**config.mk**
```make
export PLATFORM = sky130hd
export DESIGN_NAME = jr_target_resolver_flat
export DESIGN_NICKNAME = d
export VERILOG_FILES = /design/src/rtl/jr_target_resolver_if.sv /design/src/rtl/jr_target_resolver.sv /design/src/flat_wrapper.sv
export SDC_FILE = /design/constraint.sdc
export NUM_CORES = 1
export LEC_CHECK = 0
export CORE_MARGIN = 1
export CORE_UTILIZATION = 39
export CTS_CLUSTER_SIZE = 16
export DETAILED_ROUTE_END_ITERATION = 10
export PLACE_DENSITY = 0.95
export SLEW_MARGIN = 20
export SYNTH_ARGS = -nofsm -noshare
export SYNTH_HDL_FRONTEND = slang
export SYNTH_SLANG_ARGS = --single-unit
export TNS_END_PERCENT = 1
```
**constraint.sdc**
```tcl
create_clock -name clk -period 6.5 [get_ports clk]
set_input_delay 0.65 -clock clk [delete_from_list [all_inputs] [get_ports clk]]
set_output_delay 0.65 -clock clk [all_outputs]
set_load 0.02 [all_outputs]
```
**src/rtl/jr_target_resolver_if.sv**
```systemverilog
// Request/response bundle between ID/fetch and the jr/jalr target resolver.
// master = pipeline side (ID issues requests, fetch consumes targets),
// slave  = the resolver.
interface jr_target_resolver_if #(
  parameter int DATA_W  = 32,
  parameter int REG_AW  = 5,
  parameter int NUM_SRC = 3
) ();
  logic              req_valid;
  logic              req_ready;
  logic [REG_AW-1:0] req_rs;
  logic [DATA_W-1:0] rf_rdata;
  logic              tgt_valid;
  logic              tgt_ready;
  logic [DATA_W-1:0] tgt_addr;
  logic [NUM_SRC:0]  tgt_sel;

  modport master (
    output req_valid, req_rs, rf_rdata, tgt_ready,
    input  req_ready, tgt_valid, tgt_addr, tgt_sel
  );

  modport slave (
    input  req_valid, req_rs, rf_rdata, tgt_ready,
    output req_ready, tgt_valid, tgt_addr, tgt_sel
  );
endinterface

```
**src/rtl/jr_target_resolver.sv**
```systemverilog
// Register-indirect jump target resolver. Picks the youngest in-flight
// producer of rs (or the register file), waits while that producer's data
// is pending, and hands the target to fetch over a valid/ready handshake.
module jr_target_resolver #(
  parameter int DATA_W   = 32,
  parameter int REG_AW   = 5,
  parameter int NUM_SRC  = 3,
  parameter int MAX_WAIT = 4
) (
  input  logic                      clk,
  input  logic                      rst,
  input  logic                      flush,
  jr_target_resolver_if.slave       bus,
  input  logic [NUM_SRC-1:0]        stg_wen,
  input  logic [NUM_SRC*REG_AW-1:0] stg_waddr,
  input  logic [NUM_SRC*DATA_W-1:0] stg_wdata,
  input  logic [NUM_SRC-1:0]        stg_rdy,
  output logic                      stall,
  output logic                      timeout_err
);

  localparam int CNT_W = $clog2(MAX_WAIT + 1);
  localparam logic [CNT_W-1:0] MAX_CNT = CNT_W'(MAX_WAIT);

  typedef enum logic [1:0] {S_IDLE, S_WAIT, S_RESP} state_t;

  state_t            state_q, state_d;
  logic [CNT_W-1:0]  cnt_q, cnt_d;
  logic              tgt_valid_q, tgt_valid_d;
  logic [DATA_W-1:0] tgt_addr_q, tgt_addr_d;
  logic [NUM_SRC:0]  tgt_sel_q, tgt_sel_d;
  logic              timeout_q, timeout_d;

  // Match network: hit per stage, then keep only the lowest-index (youngest)
  // hit via a running "some younger stage already hit" chain.
  logic [NUM_SRC-1:0] hit;
  logic [NUM_SRC-1:0] first;
  logic [NUM_SRC:0]   lower_hit;
  logic [DATA_W-1:0]  data_acc [NUM_SRC+1];

  assign lower_hit[0] = 1'b0;
  assign data_acc[0]  = '0;

  for (genvar gi = 0; gi < NUM_SRC; gi++) begin : g_match
    assign hit[gi] = stg_wen[gi]
                  && (stg_waddr[gi*REG_AW +: REG_AW] == bus.req_rs)
                  && (bus.req_rs != '0);
    assign first[gi]         = hit[gi] & ~lower_hit[gi];
    assign lower_hit[gi+1]   = lower_hit[gi] | hit[gi];
    // AND-OR mux: at most one stage contributes since first is one-hot.
    assign data_acc[gi+1]    = data_acc[gi]
                             | (first[gi] ? stg_wdata[gi*DATA_W +: DATA_W] : '0);
  end

  logic              no_hit;
  logic              win_ready;
  logic [DATA_W-1:0] win_data;
  logic [NUM_SRC:0]  win_sel;

  // r0 never hits a stage, so it falls through to the regfile slot with data 0.
  assign no_hit    = ~lower_hit[NUM_SRC];
  assign win_ready = no_hit | (|(first & stg_rdy));
  assign win_sel   = {first, no_hit};
  assign win_data  = no_hit ? ((bus.req_rs == '0) ? '0 : bus.rf_rdata)
                            : data_acc[NUM_SRC];

  // Next-state logic; flush overrides every transition.
  always_comb begin
    state_d     = state_q;
    cnt_d       = cnt_q;
    tgt_valid_d = tgt_valid_q;
    tgt_addr_d  = tgt_addr_q;
    tgt_sel_d   = tgt_sel_q;
    timeout_d   = timeout_q;
    if (flush) begin
      state_d     = S_IDLE;
      tgt_valid_d = 1'b0;
      cnt_d       = '0;
    end else begin
      case (state_q)
        S_IDLE: begin
          if (bus.req_valid) begin
            if (win_ready) begin
              state_d     = S_RESP;
              tgt_valid_d = 1'b1;
              tgt_addr_d  = win_data;
              tgt_sel_d   = win_sel;
            end else begin
              state_d = S_WAIT;
            end
          end
        end
        S_WAIT: begin
          if (win_ready) begin
            state_d     = S_RESP;
            tgt_valid_d = 1'b1;
            tgt_addr_d  = win_data;
            tgt_sel_d   = win_sel;
          end else begin
            if (cnt_q != MAX_CNT) begin
              cnt_d = cnt_q + 1'b1;
            end
            if (cnt_d == MAX_CNT) begin
              timeout_d = 1'b1;
            end
          end
        end
        S_RESP: begin
          if (bus.tgt_ready) begin
            state_d     = S_IDLE;
            tgt_valid_d = 1'b0;
            cnt_d       = '0;
          end
        end
        default: begin
          state_d     = S_IDLE;
          tgt_valid_d = 1'b0;
          cnt_d       = '0;
        end
      endcase
    end
  end

  // State and output registers with synchronous reset.
  always_ff @(posedge clk) begin
    if (rst) begin
      state_q     <= S_IDLE;
      cnt_q       <= '0;
      tgt_valid_q <= 1'b0;
      tgt_addr_q  <= '0;
      tgt_sel_q   <= '0;
      timeout_q   <= 1'b0;
    end else begin
      state_q     <= state_d;
      cnt_q       <= cnt_d;
      tgt_valid_q <= tgt_valid_d;
      tgt_addr_q  <= tgt_addr_d;
      tgt_sel_q   <= tgt_sel_d;
      timeout_q   <= timeout_d;
    end
  end

  // ID freezes in the same cycle a pending producer is detected.
  assign stall = (state_q != S_IDLE)
              || (bus.req_valid && !win_ready);

  assign bus.req_ready = (state_q == S_IDLE);
  assign bus.tgt_valid = tgt_valid_q;
  assign bus.tgt_addr  = tgt_addr_q;
  assign bus.tgt_sel   = tgt_sel_q;
  assign timeout_err   = timeout_q;

endmodule

```
**src/flat_wrapper.sv**
```systemverilog
// flat-port wrapper written by rule: the top's interface ports become plain ports
module jr_target_resolver_flat 
#(
  parameter int DATA_W   = 32,
  parameter int REG_AW   = 5,
  parameter int NUM_SRC  = 3,
  parameter int MAX_WAIT = 4
)
  (clk, rst, flush, stg_wen, stg_waddr, stg_wdata, stg_rdy, stall, timeout_err, bus_req_valid, bus_req_rs, bus_rf_rdata, bus_tgt_ready, bus_req_ready, bus_tgt_valid, bus_tgt_addr, bus_tgt_sel);
  jr_target_resolver_if #(.DATA_W(DATA_W), .REG_AW(REG_AW), .NUM_SRC(NUM_SRC)) bus_i ();
  input  logic clk;
  input  logic rst;
  input  logic flush;
  input  logic [NUM_SRC-1:0] stg_wen;
  input  logic [NUM_SRC*REG_AW-1:0] stg_waddr;
  input  logic [NUM_SRC*DATA_W-1:0] stg_wdata;
  input  logic [NUM_SRC-1:0] stg_rdy;
  output logic stall;
  output logic timeout_err;
  input wire logic [$bits(bus_i.req_valid)-1:0] bus_req_valid;
  input wire logic [$bits(bus_i.req_rs)-1:0] bus_req_rs;
  input wire logic [$bits(bus_i.rf_rdata)-1:0] bus_rf_rdata;
  input wire logic [$bits(bus_i.tgt_ready)-1:0] bus_tgt_ready;
  output wire logic [$bits(bus_i.req_ready)-1:0] bus_req_ready;
  output wire logic [$bits(bus_i.tgt_valid)-1:0] bus_tgt_valid;
  output wire logic [$bits(bus_i.tgt_addr)-1:0] bus_tgt_addr;
  output wire logic [$bits(bus_i.tgt_sel)-1:0] bus_tgt_sel;
  assign bus_i.req_valid = bus_req_valid;
  assign bus_i.req_rs = bus_req_rs;
  assign bus_i.rf_rdata = bus_rf_rdata;
  assign bus_i.tgt_ready = bus_tgt_ready;
  assign bus_req_ready = bus_i.req_ready;
  assign bus_tgt_valid = bus_i.tgt_valid;
  assign bus_tgt_addr = bus_i.tgt_addr;
  assign bus_tgt_sel = bus_i.tgt_sel;
  jr_target_resolver #(.DATA_W(DATA_W), .REG_AW(REG_AW), .NUM_SRC(NUM_SRC), .MAX_WAIT(MAX_WAIT)) u_core (.clk(clk), .rst(rst), .flush(flush), .bus(bus_i), .stg_wen(stg_wen), .stg_waddr(stg_waddr), .stg_wdata(stg_wdata), .stg_rdy(stg_rdy), .stall(stall), .timeout_err(timeout_err));
endmodule
```
==> impl_results.md, run 1 <==
- Outcome: completed
- Top FF cell, synth: dfxtp_1
- Cell Area, Synth: 2950 µm²
- Antenna fix cells: 0
- # setup viols final: 0
- Initial Util: 40.5%
- Register Area: 861 µm²
- Crit-path slowest cell: nor3_4
- CP Launch Type: input port
- Most frequent cells in the layout: clkdlybuf4s50_1 (198), dfxtp_1 (43), nor2_1 (41)
- Dpl hpwl: 8640 µm
- Num CTS Buffers: 5
- Pwr dens: 151 nW/µm²
- Hold_buf cts: 0
- Clock Skew: 6.51 ps
- Count of flip-flops with a built-in enable after synthesis: 0
- CP Max Fanout: 22
- CTS tree: built
- Slew HR: 40.7%
- Placed cells: 633
- WS Path Type: input port to output port
- RSZ-0062 raised after global routing: false
- Period minus WS final: 4290 ps
- Vias in the first global route: 3720
- Tcrit/Tclk final: 66.0%
- Global route overflow: 0
- Setup TNS Final: 0 ps
- Iteration-0 DRC Markers: 134
- PostCTS Resize Cnt: 0
- YS warnings: 0
- GRT Total Usage: 28.7%
- H-tree levels: 2
- Core Area: 7290 µm²
- CP dominant cell by count: clkdlybuf4s50_1
- Required time of the critical path: 5850 ps
- Clk sink count: 43
- Max Fclk: 0.233 GHz
- Clock transition at path regs: 90 ps
- CP cell instances: clkdlybuf4s50_1, xnor2_1, nand4_1, nor3_4, a311o_2, nand3_1, nand2_1, clkdlybuf4s50_1
- Pin count of the biggest net entering global routing: 38
- Clock latency on the worst-skew pair: 280 ps
- Leakage power: 1.89 nW
- Postcts setup bufs: 0
- # port buffers: 198
- # fillers: 599
- Largest cells by area after synthesis: dfxtp_1 (29%), a22o_1 (9.5%), a311oi_1 (9.5%)
- Commonest non-fill, non-tap cell in the layout: clkdlybuf4s50_1
- Rows: 31
- Die area: 7930 µm²
- Clock buffer depth: 2
- GP Congestion: 0.877
- Buf/Inv on CP: 2
- Pre-Repair DR Iteration Count: 4
- Post-synthesis cell type count: 44
- Setup crit end kind: output port
- Drt total wl: 11300 µm
- Vias: 3622
- Ys async rst share: 0%
- Multi-input logic area: 1810 µm²
- Layout net count: 702
- Final Hold Violating Endpoints: 0
- Mapped Nets: 522
- Final Util: 70.0%
- Die width: 89.0 µm
- Worst hold path type: flip-flop to flip-flop
- CP top delay family: buffers and inverters
- Routed length per instance: 17.6 µm
- Worst Tran Pin Value: 887 ps
- Peak VDD IR: 0.0946 mV
- Die span in y: 89.0 µm
- Final std cells w/o fill: 641
- Avg Vias per Cell: 5.65
- Slew Limit Fails: 0
- Share of layout cells above drive strength 1: 5.35%
- First-pass GRT wire length: 17400 µm
- Max Cap Viol: 0
- Post-synth top area share: 29.1%
- Root buf cell: clkbuf_8
- Largest area contributor in the netlist: dfxtp_1
- CP max stage delay: 760 ps
- Remaining DRCs: 0
- Register area share after synthesis: 29.1%
- Initial antenna violation count: 0
- Avg Inst Size Synth: 8.18 µm²
- WP data arrival: 3640 ps
- Antenna Nets Post-Route: 0
- Cells after Synth: 361
- IO Pins: 199
- P&R area growth vs syn: 72.8%
- Yosys reg bits: 43
==> stage by stage <==
stage	power, mW	area [µm²]	worst slack [ps]	hold WS, ps
floorplan	0.387	2950	3610	464
global placement	0.526	4970	2300	456
detailed placement	0.532	4970	2190	467
CTS	0.773	5100	2190	486
global route	0.803	5100	2040	498
finish	0.772	5100	2210	484
==> report_power, final <==
| group | switching (mW) | internal [mW] |
|---|---|---|
| combinational | 0.0981 | 0.145 |
| sequential | 0.00787 | 0.276 |
| clock | 0.0906 | 0.154 |
| total | 0.197 | 0.575 |
==> Yosys cell counts (11+ instances only) <==
library cell,instances
dfxtp_1,43
o2bb2ai_1,32
nor2_1,41
inv_1,37
a22o_1,32
nand2_1,11
nor3_1,40
a311oi_1,32
clkbuf_1,24
xnor2_1,15
==> sequential cells by signal, indices dropped and copies added, names as in the netlist <==
| signal | count |
|---|---|
| u_core.bus.tgt_valid | 1 |
| u_core.bus.tgt_addr | 32 |
| u_core.timeout_err | 1 |
| u_core.cnt_q | 3 |
| u_core.state_q | 2 |
| u_core.bus.tgt_sel | 4 |
==> per-layer routing <==
metal / GRT usage [%] / vias to the layer above / routed length, µm
li1: - / 1703 / -
met1: 33.2 / 1690 / 4320
met2: 53.2 / 201 / 5770
met3: 4.43 / 28 / 813
met4: 11.0 / 0 / 355
met5: 0 / - / 0
==> worst register-to-register path, stage by stage (launching register included) <==
cell      delay (ps)
dfxtp_1          360
nor2_1           160
nor2_1           110
and4b_1          240
a211oi_4         570
buf_4            380
a22o_1           200
==> logic make-up (layout without fill, tap and decap cells) <==
group           count (synthesis)  count (layout)  share of synthesized area, %
buf+inv                        69             250                          9.95
flops                          43              43                          29.1
mux                             5               5                          1.74
compound gates                111             111                          33.7
fa+ha+maj                       2               2                         0.847
simple gates                  116             116                          20.2
xor+xnor                       15              15                          4.45
==> path summary, 6_finish.rpt <==
check | slack (ps) | endpoint | start | cells past startpoint
worst min register to register | 480 | u_core.bus.tgt_sel[3] | u_core.bus.tgt_sel[3] | 2
worst max-delay path | 2210 | stall | bus_req_rs[2] | 8
worst max register to register | 4430 | u_core.bus.tgt_addr[24] | u_core.state_q[0] | 6
worst min-delay path | 480 | u_core.bus.tgt_sel[3] | u_core.bus.tgt_sel[3] | 2
==> final cells by class <==
cell class                      instances  share of cell area, %
Timing Repair Buffer                  205                   39.9
Multi-Input combinational cell        249                   35.5
Sequential cell                        43                   16.9
Inverter                               37                   2.72
Tap cell                               99                   2.43
Clock buffer                            6                   1.42
Clock inverter                          2                   1.18
(Power assumes the default switching activity.)
==> run 2: changes to the inputs <==
- CORE_UTILIZATION: 39 -> 33
- PLACE_DENSITY: 0.95 -> 0.86
- clock period: 6.5 -> 3.6 ns (I/O delays scaled with it)
==> run 2 against run 1 <==
  * Non-clock buffer count increased by 14
  * First-iteration DRC count shrank 19%
  * Design area up 1.5%
  * Sequential cell count did not move
  * Utilization shrank 10 points
  * Wire length rose by 3.4%
  * Power rose by 69%
  * Worst setup slack worse by 1800 ps
  * Sequential power up 81%
  * Register-to-register slack worse by 3100 ps
==> impl_results.md, run 2 (synthesis gave the netlist of run 1 again) <==
- Tcrit/Tclk final: 90.0%
- Final Util: 59.7% (-10 points)
- CP dominant cell by count: clkdlybuf4s50_1
- Die area: 9330 µm² (+18%)
- Peak VDD IR: 0.141 mV (+49%)
- Pin count of the biggest net entering global routing: 34 (-11%)
- Clock Skew: 3.50 ps (-3.01 ps)
- Placed instance area: 5080 µm² (+2.2%)
- Comb power frac: 34.5% (+3.0 points)
- Max Cap Viol: 0 (unchanged)
- Initial antenna violation count: 0 (unchanged)
- Clk pwr share: 26.1% (-5.5 points)
- P&R area growth vs syn: 75.3%
- Vias in the first global route: 3844 (+3.3%)
- Reg2Reg Depth: 6 (unchanged)
- Period minus WS final: 3240 ps
- # setup viols final: 0 (unchanged)
- Hold_ws: 476 ps (-7.66 ps)
- WS Path Type: input port to output port
- Crit-path slowest cell: or4_4
- Clock latency on the worst-skew pair: 290 ps (about the same)
- Vias: 3638 (+0.44%)
- Worst hold path type: flip-flop to flip-flop
- Clk sink count: 43 (unchanged)
- Initial Util: 34.0% (-6.5 points)
- Remaining DRCs: 0 (unchanged)
- Iteration-0 DRC Markers: 108 (-19%)
- IO Pins: 199 (unchanged)
- Sequential power share: 39.4% (+2.6 points)
- CP Launch Type: input port
- CP Max Fanout: 5 (-77%)
- Required time of the critical path: 3240 ps (-2610 ps)
- Outcome: completed
- Routed length per instance: 17.5 µm (-0.16%)
- Postcts setup bufs: 0 (unchanged)
- Commonest non-fill, non-tap cell in the layout: clkdlybuf4s50_1
- Worst Tran Pin Value: 1080 ps (+188 ps)
- Die width: 96.6 µm (+8.5%)
- Max FFs per register: 32 (unchanged)
- Num CTS Buffers: 5 (unchanged)
- Global route overflow: 0 (unchanged)
- Slew HR: 28.1% (-13 points)
- Sw Share: 27.5% (+2.1 points)
- Most frequent cells in the layout: clkdlybuf4s50_1 (198), dfxtp_1 (43), nor2_1 (41)
- CP max stage delay: 590 ps (-170 ps)
- Avg Vias per Cell: 5.48 (-3.0%)
- Final Hold Violating Endpoints: 0 (unchanged)
- WP data arrival: 2880 ps (-760 ps)
- Max Fclk: 0.309 GHz
- Core Area: 8680 µm² (+19%)
- RSZ-0062 raised after global routing: false
- Setup TNS Final: 0 ps (unchanged)
- Dpl hpwl: 8860 µm (+2.5%)
- Design Area, Final: 5180 µm² (+1.5%)
- Antenna Nets Post-Route: 0 (unchanged)
- Pwr dens: 251 nW/µm² (+66%)
- Slew Limit Fails: 0 (unchanged)
- Layout net count: 716 (+2.0%)
- # fillers: 773 (+29%)
- GRT Total Usage: 24.1% (-4.6 points)
- Die span in y: 96.6 µm (+8.5%)
- Setup crit end kind: output port
- Pint: 943 µW (+64%)
- Min-Delay Path Depth: 2 (unchanged)
- CP cell instances: clkdlybuf4s50_1, or4_4, o211ai_4, or2_1, a311o_2, nand3_1, nand2_1, clkdlybuf4s50_1
- PostCTS Resize Cnt: 0 (unchanged)
- Antenna fix cells: 0 (unchanged)
- Root buf cell: clkbuf_8
- Pre-Repair DR Iteration Count: 4 (unchanged)
- Share of layout cells above drive strength 1: 7.55% (+2.2 points)
- CTS tree: built
- GP Congestion: 0.881 (+0.43%)
- Sw power: 358 µW (+82%)
- Rows: 34 (+9.7%)
- Clock buffer depth: 2 (unchanged)
- Leakage power: 1.94 nW (+2.7%)
- Clock transition at path regs: 80 ps (about the same)
- H-tree levels: 2 (unchanged)
- Hold_buf cts: 0 (unchanged)
- First-pass GRT wire length: 18200 µm (+4.7%)
- Drt total wl: 11600 µm (+3.4%)
- # port buffers: 198 (unchanged)
-- run 2: changes by cell type in the layout (fill, tap and decap cells not counted), sizes merged --
| cell | before | now |
|---|---|---|
| buf | 7 | 21 |
| bufinv | 2 | 0 |
| clkbuf | 6 | 8 |
-- run 2: layout make-up --
type	instances	area, µm²	share of cell area [%]
clock buffers	8	100	1.93
well taps	108	135	2.61
repair buffers	219	2140	41.3
multi-input cells	249	1810	34.9
flip-flops and latches	43	861	16.6
inverters	37	139	2.68
-- run 2: final timing paths --
kind,startpoint,slack (ps),end
worst max-delay path,bus_req_rs[3],360,stall
worst min-delay path,u_core.bus.tgt_sel[1],480,u_core.bus.tgt_sel[1]
worst max register to register,u_core.state_q[0],1310,u_core.bus.tgt_addr[8]
worst min register to register,u_core.bus.tgt_sel[1],480,u_core.bus.tgt_sel[1]
-- run 2: routing by layer --
metal  wire length (µm)  track usage, %  vias up
met3                893            7.23       26
met1               4440            24.8     1696
met5                  0               0        -
met4                267            8.27        0
met2               6040            45.8      182
li1                   -               -     1734
-- run 2: power by group through the flow --
| stage | clock network, mW | logic [mW] | registers (mW) |
|---|---|---|---|
| final | 0.340 | 0.448 | 0.513 |
| after detailed placement | 0 | 0.446 | 0.523 |
| after floorplan | 0 | 0.150 | 0.549 |
| after global routing | 0.372 | 0.474 | 0.515 |
| after global placement | 0 | 0.439 | 0.523 |
| after CTS | 0.350 | 0.449 | 0.513 |
-- run 2: through the flow --
step / setup WS [ps] / power [mW] / std cells
detailed placement: 169 / 0.970 / 656
CTS: 351 / 1.31 / 664
finish: 359 / 1.30 / 664
floorplan: 1250 / 0.699 / 361
global route: 263 / 1.36 / 664
global placement: 269 / 0.962 / 656
-- run 2: worst max-delay path, delay by kind of cell --
| kind | cells | cell delay, ps |
|---|---|---|
| compound gates | 2 | 490 |
| buf+inv | 2 | 1010 |
| simple gates | 4 | 1010 |
